==> src/rtl/spm_serdes_ctrl.sv <==
// Operand serializer / product deserializer for the spm serial-parallel multiplier.
// Holds x on the array, streams y LSB-first and gathers the serial product into out_p.
module spm_serdes_ctrl #(
  parameter int unsigned WIDTH  = 32,
  parameter int unsigned YWIDTH = 32,
  parameter int unsigned LAT    = 1,
  parameter bit          SIGNED = 1'b1
) (
  input  logic                      clk,
  input  logic                      rst,
  input  logic                      in_valid,
  output logic                      in_ready,
  input  logic [WIDTH-1:0]          in_x,
  input  logic [YWIDTH-1:0]         in_y,
  output logic [WIDTH-1:0]          spm_x,
  output logic                      spm_y,
  output logic                      spm_clr,
  input  logic                      spm_p,
  output logic                      out_valid,
  input  logic                      out_ready,
  output logic [WIDTH+YWIDTH-1:0]   out_p
);

  localparam int unsigned PW      = WIDTH + YWIDTH;
  localparam int unsigned RUN_LEN = PW + LAT;
  localparam int unsigned CW      = $clog2(RUN_LEN + 1);

  typedef enum logic [1:0] {IDLE, CLEAR, RUN, DONE} state_t;

  state_t              state;
  logic [CW-1:0]       cnt;
  logic [YWIDTH-1:0]   y_sh;
  logic [PW-1:0]       p_sh;
  logic                y_fill;
  logic                last;
  logic [PW-1:0]       p_next;

  // Tail of the y stream: sign extension for two's complement, zeros otherwise.
  assign y_fill = SIGNED ? y_sh[YWIDTH-1] : 1'b0;
  assign p_next = {spm_p, p_sh[PW-1:1]};
  assign last   = (cnt == CW'(RUN_LEN - 1));

  // spm_y is registered one cycle ahead so the bit for cnt=c is on the wire during cnt=c.
  always_ff @(posedge clk or posedge rst) begin
    if (rst) begin
      state     <= IDLE;
      cnt       <= '0;
      y_sh      <= '0;
      p_sh      <= '0;
      in_ready  <= 1'b1;
      out_valid <= 1'b0;
      spm_x     <= '0;
      spm_y     <= 1'b0;
      spm_clr   <= 1'b0;
      out_p     <= '0;
    end else begin
      spm_clr <= 1'b0;
      case (state)
        IDLE: begin
          if (in_valid) begin
            spm_x    <= in_x;
            y_sh     <= in_y;
            p_sh     <= '0;
            spm_clr  <= 1'b1;
            in_ready <= 1'b0;
            state    <= CLEAR;
          end
        end
        CLEAR: begin
          cnt   <= '0;
          spm_y <= y_sh[0];
          y_sh  <= {y_fill, y_sh[YWIDTH-1:1]};
          state <= RUN;
        end
        RUN: begin
          cnt   <= cnt + CW'(1);
          spm_y <= (cnt < CW'(PW - 1)) ? y_sh[0] : 1'b0;
          y_sh  <= {y_fill, y_sh[YWIDTH-1:1]};
          if (cnt >= CW'(LAT)) begin
            p_sh <= p_next;
          end
          if (last) begin
            spm_y     <= 1'b0;
            out_p     <= p_next;
            out_valid <= 1'b1;
            state     <= DONE;
          end
        end
        DONE: begin
          if (out_ready) begin
            out_valid <= 1'b0;
            in_ready  <= 1'b1;
            state     <= IDLE;
          end
        end
        default: state <= IDLE;
      endcase
    end
  end

endmodule
==> config.mk <==
export PLATFORM = sky130hd
export DESIGN_NAME = spm_serdes_ctrl
export DESIGN_NICKNAME = d
export VERILOG_FILES = /design/src/rtl/spm_serdes_ctrl.sv
export SDC_FILE = /design/constraint.sdc
export NUM_CORES = 1
export LEC_CHECK = 0
export BUFFER_PORTS_ARGS = -buffer_cell sky130_fd_sc_hd__buf_4
export CORE_ASPECT_RATIO = 0.6
export CORE_UTILIZATION = 60
export CTS_BUF_LIST = sky130_fd_sc_hd__clkbuf_2 sky130_fd_sc_hd__clkbuf_4 sky130_fd_sc_hd__clkbuf_8
export CTS_CLUSTER_DIAMETER = 40
export DETAILED_ROUTE_END_ITERATION = 10
export GPL_ROUTABILITY_DRIVEN = 0
export PLACE_DENSITY = 0.84
export RECOVER_POWER = 50
export SETUP_SLACK_MARGIN = 0.05
export SLEW_MARGIN = 20
export SYNTH_ARGS = -nofsm -noshare
export SYNTH_HDL_FRONTEND = slang
export SYNTH_SLANG_ARGS = --single-unit
==> constraint.sdc <==
create_clock -name clk -period 22.3 [get_ports clk]
set_clock_uncertainty 0.15 [all_clocks]
set_input_delay 4.46 -clock clk [delete_from_list [all_inputs] [get_ports clk]]
set_output_delay 4.46 -clock clk [all_outputs]
set_load 0.05 [all_outputs]
==> reports/metrics.cfg, run 1 <==
[layout]
syn_to_final_growth_pct = 20.1
final.fill_count = 868
drive_above_1_share = 0.343
post-route-util = 0.753
fin_area_um2 = 9860
final_cells = 916
diodes = 0
nNetsFinal = 810

[clocking]
cts_tree = done
cts.path.max_buffers = 3
cts_buffers = 28
cts-root-buf = clkbuf_8
cts.sinks = 204
cts_setup_buffers = 0
h-tree-depth = 1
postCtsHoldBufs = 0
clk_pin_slew_ns = 0.06
insertion_delay_ns = 0.53
cts_resized = 0

[routing]
wl_per_cell_um = 18.6
drt_first_pass_iters = 4
dr_total_vias = 5151
viasPerCell = 5.62
drtAntennaViolNets = 0
drt_iter0_markers = 259
wirelength_um = 17000
drc_errors = 0

[timing]
fmax_mhz = 125
setup_slack_ns = 14.32
fin_hold_ws_ns = 0.335
tightest_slew_ns = 5.14
finalSetupTns_ns = 0
rsz0062_at_grt = false
setup_viol = 0
finalCritPeriodShare = 0.358
relSlewSlack = -2.45
hold_violations = 0
layout_min_cycle_time_ns = 7.98
drv_slew = 314

[pwr]
clock_power_share = 0.219
seq_power_share = 0.382
power_density_nw_per_um2 = 128
total_leakage_power_nw = 5.07
internal_power_mw = 0.765
sw_frac_of_total = 0.393
power_frac_comb = 0.399
ir_worst_vdd_uv = 114
p_sw_mw = 0.496
finalPower_mw = 1.26

[yosys]
syn_area_um2 = 8210
synthTopCellsByCount = 203 x dfrtp_1, 63 x a22o_1, 60 x mux2_4
synth_top_cells_by_area = dfrtp_1 62%, mux2_4 11%, a22o_1 6.7%
synth_cells = 563
synth_nets = 639
synth_flop_cell = dfrtp_1
syn_avg_cell_area_um2 = 14.6
yosysUniqueCellTypes = 34
synth_top_area_cell = dfrtp_1
yosysMostFrequentCell = dfrtp_1
yosysSeqAreaShare = 0.622
yosysTopAreaCellShare = 0.619
postSynth.asyncResetShare = 1.00
ys_warn_count = 0
synth-seq-cells = 204
synth-edff-count = 0

[placed_design]
place_area_um2 = 9570
portBuffers = 168
dp_slack_ns = 15.67
dp.cells = 873
hpwl_um = 11000

[worst_setup_path]
crit_family = buffers and inverters
crit_chain = clkbuf_4, clkinvlp_2
critPathSlowestCell = clkinvlp_2
crit_path_end_kind = asynchronous set/reset pin
crit-reg2reg-capture = y_sh[4]
r2r_start = state[1]
path_depth = 2
path_buf_inv = 2
crit_required_ns = 21.85
crit_type = input port to asynchronous set/reset pin
cp.arrival_ns = 7.53
reg2reg_depth = 7
cp-start-kind = input port
cpPeakStageDelay_ns = 2.85
r2r_slack_ns = 17.35
worstPathMaxFanout = 121

[die]
die_h_um = 92.6
dieArea_um2 = 14200
dieWidth_um = 153
core_um2 = 13100
initial_core_util = 0.627
rows = 32
io_pins = 169

[grt]
grt_max_degree = 122
grt_pass1_vias = 5372
grt_use_total = 0.256
antenna_found_initial = 0
grt_pass1_wl_um = 28500
overflow = 0

[hold_path]
min_path_type = flop to flop
worstHoldStart = y_sh[13]
min_to = y_sh[13]
hold_path_depth = 2

[outcome]
violations = max-capacitance violations, max-slew violations
status = finished, violations left

[run]
cap_viol_max_count = 5

-- per-layer routing --
metal	wire length [um]	track usage
met3	1070	0.0674
met1	7970	0.365
met5	0	0
met4	195	0.0412
met2	7810	0.405
-- power by group through the flow --
stage | sequential [mW] | combinational [mW] | clock, mW
final | 0.482 | 0.503 | 0.276
after global routing | 0.489 | 0.545 | 0.299
after CTS | 0.481 | 0.490 | 0.281
after detailed placement | 0.484 | 0.490 | 0
after global placement | 0.481 | 0.471 | 0
after floorplan | 0.590 | 0.253 | 0
-- flip-flops by register name (all words and copies together) (netlist names) --
signal     cells
y_sh          32
in_ready       1
cnt            7
spm_x         32
spm_clr        1
spm_y          1
p_sh          63
state          2
out_valid      1
out_p         64
-- worst register-to-register path, stage by stage, from the launching register on --
cell and delay [ns]:
dfrtp_1 0.40, inv_1 0.09, ha_2 0.33, clkbuf_1 1.92, a21oi_1 1.23, buf_16 0.50
nand2_1 0.09, o21ai_0 0.07
-- worst max path at each step --
stage,startpoint,to,slack [ns]
floorplan,rst,cnt[0],12.12
global placement,in_valid,y_sh[25],15.89
detailed placement,in_valid,y_sh[12],15.67
CTS,in_valid,y_sh[12],16.26
global route,rst,cnt[5],13.37
finish,rst,out_p[5],14.32
-- kinds of logic after synthesis --
group,share of synthesized area
flops,0.622
mux,0.198
compound gates,0.104
simple gates,0.0354
buf+inv,0.0282
fa+ha+maj,0.0107
xor+xnor,0.00107
-- cells in the final DEF, fill, tap and decap left out --
cell type and count:
dfrtp_1 203, buf_4 166, a22o_1 63, mux2_1 58, o21ai_0 41, nand2_1 40
mux2_2 37, clkbuf_8 33, mux2i_1 31, inv_1 11, clkbuf_4 9, a21oi_1 6
ha_1 6, nand3_1 5, clkbuf_1 5, nor2_1 3, a31oi_1 3, nand2b_1 2
nand4_1 2, and4_1 2, mux2_4 2, nor4_1 1, nor4_4 1, o211ai_4 1
a21oi_4 1, and2_0 1, nor2b_1 1, xor2_1 1, or3_1 1, o32a_1 1
clkinvlp_2 1, o22ai_1 1, o311ai_0 1, o211ai_1 1, ha_2 1, clkinvlp_4 1
dfstp_2 1, buf_16 1, buf_6 1
-- area by class of cell --
cell class | instances | area [um2] | share of cell area
repair buffers | 174 | 1310 | 0.133
well taps | 170 | 213 | 0.0216
multi-input cells | 314 | 2660 | 0.270
clock buffers | 41 | 514 | 0.0522
inverters | 12 | 46.3 | 0.00470
flip-flops and latches | 204 | 5110 | 0.518
clock inverters | 1 | 7.51 | 0.000762
Power figures use the tool's default switching activity.
==> run 2: changes to the inputs <==
CORE_UTILIZATION = 57   (was 60)
PLACE_DENSITY = 0.81   (was 0.84)
clock period = 7.7 ns   (was 22.3 ns; I/O delays follow)
==> run 2 against run 1 <==
Effect of this change: the run still ends with max-capacitance violations, max-slew violations left; global-route usage is 2.5 points lower; final cell count is 3.7% higher; clock power grew to 3.5 times the previous value; non-clock buffer count stayed put; core utilization is 2.4 points lower; highest routed layer unchanged.
==> reports/metrics.cfg, run 2 (synthesis gave the netlist of run 1 again) <==
[outcome]
violations = max-capacitance violations, max-slew violations
status = finished, violations left

[clocking]
cts_buffers = 30
cts_setup_buffers = 0
cts.path.max_buffers = 3
postCtsHoldBufs = 0
cts-root-buf = clkbuf_8
clk_pin_slew_ns = 0.07
insertion_delay_ns = 0.54
cts_tree = done
h-tree-depth = 1
cts.sinks = 204
cts_resized = 0

[layout]
diodes = 0
drive_above_1_share = 0.356
nNetsFinal = 812
final_cells = 950
layout_commonest_cell = dfrtp_1
reg_top3 = out_p: 64 flops, p_sh: 63 flops
largest_register = out_p
largest_reg_flops = 64
post-route-util = 0.729
syn_to_final_growth_pct = 22.9
final_cell_mix = 203 x dfrtp_1, 169 x buf_4, 63 x a22o_1, 59 x mux2_1, 43 x clkbuf_8

[die]
core_um2 = 13800
dieWidth_um = 157
io_pins = 169
initial_core_util = 0.593
rows = 33
dieArea_um2 = 14900
die_h_um = 95.0

[timing]
setup_viol = 0
tightest_slew_ns = 2.35
rsz0062_at_grt = false
finalSetupTns_ns = 0
hold_violations = 0
fin_hold_ws_ns = 0.332
finalCritPeriodShare = 0.523
relSlewSlack = -0.564
drv_slew = 34
layout_min_cycle_time_ns = 4.03
fmax_mhz = 248

[placed_design]
portBuffers = 168
hpwl_um = 10300
dp.cells = 895

[worst_setup_path]
cp-start-kind = flop
cp.arrival_ns = 4.31
r2r_start = state[1]
crit-reg2reg-capture = y_sh[9]
crit_type = flop to flop
r2r_slack_ns = 3.67
crit_path_end_kind = flop
crit_required_ns = 7.99
worstPathMaxFanout = 40
reg2reg_depth = 6

[hold_path]
worstHoldStart = y_sh[14]
min_path_type = flop to flop
min_to = y_sh[14]
hold_path_depth = 2

[grt]
grt_pass1_vias = 5154
overflow = 0
antenna_found_initial = 0
grt_use_total = 0.231
grt_pass1_wl_um = 26900
grt_max_degree = 148

[routing]
drtAntennaViolNets = 0
dr_total_vias = 5066
viasPerCell = 5.33
drt_first_pass_iters = 4
wl_per_cell_um = 17.1
drc_errors = 0
wirelength_um = 16200
drt_iter0_markers = 228

[pwr]
ir_worst_vdd_uv = 307
total_leakage_power_nw = 5.18
power_density_nw_per_um2 = 377

[run]
cap_viol_max_count = 1

[run 2: cell types whose count changed in the layout (fill, tap and decap cells not counted), sizes merged]
| cell | before | now |
|---|---|---|
| clkbuf | 47 | 51 |
| inv | 11 | 13 |
| clkinvlp | 2 | 0 |
| bufinv | 0 | 1 |
| buf | 168 | 171 |
| clkinv | 0 | 4 |
[run 2: worst max path at each step]
stage,startpoint,endpoint,slack [ns],cells after the start
after global routing,state[1],y_sh[15],3.26,6
after CTS,in_valid,y_sh[9],4.60,5
after floorplan,rst,cnt[0],0.44,1
final,state[1],y_sh[9],3.67,6
after detailed placement,in_valid,y_sh[9],4.03,5
after global placement,in_valid,y_sh[0],4.20,5
[run 2: per-layer routing]
layer | vias up | wire [um] | GRT usage
li1 | 2376 | - | -
met1 | 2517 | 7620 | 0.335
met2 | 151 | 7090 | 0.341
met3 | 22 | 1300 | 0.0771
met4 | 0 | 192 | 0.0441
met5 | - | 0 | 0
[run 2: power by group]
part | switching (mW) | leakage, nW | total (mW) | internal [mW]
combinational | 0.939 | 2.10 | 1.46 | 0.520
sequential | 0.116 | 2.72 | 1.39 | 1.27
clock | 0.404 | 0.366 | 0.956 | 0.552
total | 1.46 | 5.18 | 3.80 | 2.34
[run 2: per-stage QoR]
step / setup slack [ns] / instance area, um2 / power, mW
2_1_floorplan: 0.444 / 8210 / 2.44
3_3_place_gp: 4.20 / 9600 / 2.75
3_5_place_dp: 4.03 / 9600 / 2.82
4_1_cts: 4.60 / 10300 / 3.78
5_1_grt: 3.26 / 10100 / 4.03
6_report: 3.67 / 10100 / 3.80
[run 2: critical path, cell delays in order, from the launching register on]
cell,delay (ns)
dfrtp_1,0.39
inv_1,0.07
ha_1,0.52
clkbuf_1,1.72
a21oi_4,0.47
buf_16,0.36
o21ai_0,0.23
[run 2: area by class of cell]
cell class | count | area (um2)
flip-flops and latches | 204 | 5110
inverters | 12 | 52.6
repair buffers | 174 | 1320
clock inverters | 6 | 58.8
multi-input cells | 314 | 2680
well taps | 192 | 240
fillers | 963 | 3750
clock buffers | 48 | 629
